`src/rtl/instr_fetch_buffer.sv`:
```
// instr_fetch_buffer: owns the fetch PC, issues sequential word fetches over a
// credit-limited valid/ready request channel with in-order responses, queues
// returned words with their PCs in a DEPTH-entry FIFO for decode, and flushes
// everything (including words still in flight) on a redirect.
module instr_fetch_buffer #(
  parameter int unsigned DEPTH    = 4,
  parameter logic [31:0] RESET_PC = 32'h0000_0000
) (
  input  logic        clk,
  input  logic        rst,
  // instruction memory request channel
  output logic        imem_req_valid,
  input  logic        imem_req_ready,
  output logic [31:0] imem_req_addr,
  // instruction memory response channel (in order, no backpressure)
  input  logic        imem_resp_valid,
  input  logic [31:0] imem_resp_data,
  // redirect from execute
  input  logic        redirect_valid,
  input  logic [31:0] redirect_pc,
  // decode channel
  output logic        instr_valid,
  input  logic        instr_ready,
  output logic [31:0] instr_data,
  output logic [31:0] instr_pc
);

  localparam int unsigned PW = $clog2(DEPTH);
  localparam int unsigned CW = PW + 1;
  // Total credits shared between queued entries and fetches in flight.
  localparam logic [CW:0] CREDITS = (CW + 1)'(DEPTH);

  typedef logic [CW-1:0] cnt_t;
  typedef logic [PW-1:0] ptr_t;

  // Architectural state
  logic [31:0] fetch_pc;     // address of the next request
  logic [31:0] resp_pc;      // PC belonging to the next kept response
  cnt_t        count;        // valid FIFO entries
  cnt_t        outstanding;  // accepted requests not yet answered
  cnt_t        drop_cnt;     // in-flight responses to discard after a redirect
  ptr_t        rd_ptr;
  ptr_t        wr_ptr;

  // FIFO storage
  logic [31:0] mem_data [DEPTH];
  logic [31:0] mem_pc   [DEPTH];

  // Derived control
  logic [CW:0] credits_used;
  logic [31:0] redirect_target;
  logic        req_fire;
  logic        drop_resp;
  logic        push;
  logic        pop;
  logic        head_valid;
  cnt_t        count_nxt;
  cnt_t        outstanding_nxt;

  // Redirect targets are forced to word alignment.
  assign redirect_target = redirect_pc & 32'hFFFF_FFFC;

  // A request may only issue while a FIFO slot is guaranteed for its response.
  assign credits_used   = {1'b0, count} + {1'b0, outstanding};
  assign imem_req_valid = !rst && !redirect_valid && (credits_used < CREDITS);
  assign imem_req_addr  = fetch_pc;
  assign req_fire       = imem_req_valid && imem_req_ready;

  // A response is discarded if it is stale or arrives alongside a redirect.
  assign drop_resp = imem_resp_valid && (redirect_valid || (drop_cnt != '0));
  assign push      = imem_resp_valid && !drop_resp;

  // Decode sees the FIFO head; a redirect hides it in the flush cycle.
  assign head_valid  = (count != '0);
  assign instr_valid = head_valid && !redirect_valid;
  assign pop         = instr_valid && instr_ready;
  assign instr_data  = head_valid ? mem_data[rd_ptr] : '0;
  assign instr_pc    = head_valid ? mem_pc[rd_ptr]   : '0;

  // Next outstanding count: +1 per accepted request, -1 per response.
  // NOTE: always_comb uses blocking assignments and a default first, so each
  // term accumulates in order and no latch can be inferred.
  always_comb begin
    outstanding_nxt = outstanding;
    if (imem_resp_valid) outstanding_nxt = outstanding_nxt - cnt_t'(1);
    if (req_fire)        outstanding_nxt = outstanding_nxt + cnt_t'(1);
  end

  // Next FIFO occupancy: flush on redirect, otherwise push/pop balance.
  always_comb begin
    count_nxt = count;
    if (redirect_valid) begin
      count_nxt = '0;
    end else if (push && !pop) begin
      count_nxt = count + cnt_t'(1);
    end else if (pop && !push) begin
      count_nxt = count - cnt_t'(1);
    end
  end

  // Fetch PC and in-flight bookkeeping; a redirect restarts both PCs.
  // NOTE: sequential state uses non-blocking assignments so every register
  // samples pre-edge values regardless of statement order.
  always_ff @(posedge clk or posedge rst) begin
    if (rst) begin
      fetch_pc    <= RESET_PC;
      resp_pc     <= RESET_PC;
      outstanding <= '0;
      drop_cnt    <= '0;
    end else begin
      outstanding <= outstanding_nxt;
      if (redirect_valid) begin
        fetch_pc <= redirect_target;
        resp_pc  <= redirect_target;
        // No request issues in a redirect cycle, so everything still in
        // flight after this cycle's response is stale.
        drop_cnt <= outstanding_nxt;
      end else begin
        if (req_fire)  fetch_pc <= fetch_pc + 32'd4;
        if (push)      resp_pc  <= resp_pc + 32'd4;
        if (drop_resp) drop_cnt <= drop_cnt - cnt_t'(1);
      end
    end
  end

  // FIFO occupancy and pointers; a redirect empties the queue.
  always_ff @(posedge clk or posedge rst) begin
    if (rst) begin
      count  <= '0;
      rd_ptr <= '0;
      wr_ptr <= '0;
    end else begin
      count <= count_nxt;
      if (redirect_valid) begin
        rd_ptr <= '0;
        wr_ptr <= '0;
      end else begin
        if (push) wr_ptr <= wr_ptr + ptr_t'(1);
        if (pop)  rd_ptr <= rd_ptr + ptr_t'(1);
      end
    end
  end

  // FIFO storage write; entries are only visible when counted.
  // NOTE: the storage array is deliberately not reset; count gates every read,
  // so stale contents are never observed.
  always_ff @(posedge clk) begin
    if (push) begin
      mem_data[wr_ptr] <= imem_resp_data;
      mem_pc[wr_ptr]   <= resp_pc;
    end
  end

endmodule

```
`config.mk`:
```
export PLATFORM = sky130hd
export DESIGN_NAME = instr_fetch_buffer
export DESIGN_NICKNAME = d
export VERILOG_FILES = /design/src/rtl/instr_fetch_buffer.sv
export SDC_FILE = /design/constraint.sdc
export NUM_CORES = 1
export LEC_CHECK = 0
export CORE_ASPECT_RATIO = 1.25
export CORE_MARGIN = 4
export CORE_UTILIZATION = 45
export CTS_CLUSTER_SIZE = 28
export DETAILED_ROUTE_END_ITERATION = 6
export DONT_BUFFER_PORTS = 1
export PLACE_DENSITY_LB_ADDON = 0.12
export SKIP_CTS_REPAIR_TIMING = 1
export SLEW_MARGIN = 15
export SYNTH_ARGS = -nofsm -noshare
export SYNTH_HDL_FRONTEND = slang
export SYNTH_SLANG_ARGS = --single-unit
```
`constraint.sdc`:
```
create_clock -name clk -period 4.75 [get_ports clk]
set_clock_uncertainty 0.1 [all_clocks]
set_input_delay 0.95 -clock clk [delete_from_list [all_inputs] [get_ports clk]]
set_output_delay 0.95 -clock clk [all_outputs]
set_load 0.02 [all_outputs]
```
==> run metrics <==
Distinct cells, synth=58; CP Max Fanout=32; Cell Count, Final, Fillers Out=1,283; gr ovfl total=0; GP Congestion=0.933; worst setup path endpoint=instr_data[25]; Worst R2R End=mem_data[3][7]; total placed cells including tap cells=1,226; total global-route track usage=17.2%; WS Path Type=flop to output port; Diodes inserted=0; # fillers=2,567; post-route setup slack=1140 ps; pin count of the biggest net entering global routing=64; Reg clk slew, reported paths=roughly 60 ps; CP Launch Type=flop; dominant synthesized flop cell=edfxtp_1; clock buffer depth=3; peak supply drop=0.358 mV; unrepaired setup endpoints after global routing=false; Detailed Routing Iterations Pass 1=4; status=complete, no violations; top-count cell post-synth=edfxtp_1; Final Cycle Share=76.1%; Die ar.=33,300 um^2; Rows=71; synthesized instance count=about 850; FF-to-FF path depth=5; setup_tns=0 ps; Ys Warns=0; CP startpoint=rd_ptr[1]; initial drt markers=~340; vias per cell=~5.7; CTS sink cnt=321; CTS buffer count=31; DRC=0; antenna viol nets, final=0; leading area contributor after synthesis=edfxtp_1; first-pass GRT wire length=approximately 45,000 um; initial antenna violation count=0; area grow syn2layout=10.3%; clk root buf=clkbuf_16; final setup fails=0; CP required=3700 ps; Setup Slack @ Placement=1530 ps; EDFF count, synth=248; final total power=7570 uW; Hold Crit Class=input pin to asynchronous set/reset pin; pwr/cell area=501 nW/um^2; Slew HR=35.6%; worst reg2reg setup slack=1770 ps; Worst EP arrival=about 2600 ps; FMAX=277 MHz; final WL=28,400 um; Die Y=203 um; Hold Violations, Final=0; ys async rst share=between 20% and 30%; post-synth top area share=54.4%; sequential-to-total area share from yosys stat=67.7%; vias in the first global route=7,819; Netlist Area Pre-Place=13,700 um^2; Commonest cells post-synth=248 x edfxtp_1, 73 x dfrtp_1, 64 x nor2b_1; Final Max Slew Viols=0; Routed WL per cell=22.1 um; # IOs=168; nets=around 940; Worst Setup End Kind=output port; crit path time final=3610 ps; leakage power=a little under 0.005 uW; fraction of layout cells with a size suffix above 1=18.4%; H-tree Lvls=1; Critical R2R Launch=drop_cnt[0]; CTS tree=done; Yosys reg bits=321; total vias in the final route=7,251; die width=164 um; worst slew pin tran=966 ps; starting density of the core=45.6%; dpl hpwl=between 15,000 and 20,000 um; largest cells by area after synthesis=edfxtp_1 54%, dfrtp_1 13%, mux4_2 10%; Clock Latency Late Sink=approximately 540 ps; IO Port Bufs=0; Max-Cap Viols=0; synthesized area per cell=16.0 um^2; Core Box Area=~30,000 um^2
registers in the layout (all words and copies together) (netlist names):
name,flops
outstanding,3
drop_cnt,3
resp_pc,30
mem_data,128
imem_req_addr,30
mem_pc,120
wr_ptr,2
count,3
rd_ptr,2
placed cells by master, fill, tap and decap left out, drive strengths merged, types with 9 or more instances in the layout:
cell type / Yosys / routed
and3: 11 / 11
buf: 19 / 13
clkbuf: 26 / 42
clkinv: 0 / 9
dfrtp: 73 / 73
edfxtp: 248 / 248
ha: 12 / 12
inv: 20 / 20
mux2: 19 / 19
mux4: 62 / 62
nand2: 54 / 54
nand3: 29 / 29
nand4: 22 / 22
nor2: 26 / 26
nor2b: 64 / 64
nor3: 15 / 15
nor4: 10 / 10
o211ai: 12 / 12
o21ai: 28 / 28
xnor2: 33 / 33
xor2: 17 / 17
worst min path at each step:
stage                            end  depth (start not counted)            from
finish              imem_req_addr[9]                          1             rst
global route               wr_ptr[1]                          1  redirect_valid
CTS                        rd_ptr[1]                          1  redirect_valid
detailed placement       drop_cnt[1]                          2     drop_cnt[1]
global placement       mem_pc[2][31]                          0     resp_pc[31]
floorplan              mem_pc[0][31]                          0     resp_pc[31]
routing by layer:
layer  share of wire (%)  GRT usage, %  wire [um]
met1                  40          22.1      11200
met2                  49          29.0      14000
met3                 8.6          4.73       2450
met4                 2.4          4.55        679
met5                   0             0          0
critical path, stage by stage (launching register included):
cell and delay [ps]:
dfrtp_2 910, buf_4 440, mux4_2 260, nor2b_1 390
report_power, final:
| group | internal [uW] | switching [uW] |
|---|---|---|
| clock network | 1390 | 983 |
| logic | 664 | 1050 |
| registers | 3210 | 279 |
final cells by class:
cell class	count	area, um^2	share of cell area [%]
Multi-Input combinational cell	471	4160	27.5
Tap cell	401	502	3.32
Clock buffer	42	837	5.54
Timing Repair Buffer	13	97.6	0.646
Clock inverter	15	149	0.986
Sequential cell	321	9280	61.5
Inverter	20	75.1	0.497
per-stage QoR:
step,hold WS (ps),area (um^2),utilization (%)
after global placement,440,14100,47.0
final,376,15100,50.3
after detailed placement,454,14100,47.0
after global routing,338,15100,50.3
after floorplan,395,13700,-
after CTS,338,15100,50.3
logic make-up after synthesis:
logic type                 share of synthesized area [%]
adders and majority gates                           1.24
xor gates and xnor gates                            3.20
muxes                                               11.8
other                                             0.0274
and+or+nand+nor                                     10.8
DFF                                                 67.7
buffers and inverters                               2.06
AOI/OAI and AO/OA                                   3.08
(Power assumes the default switching activity.)
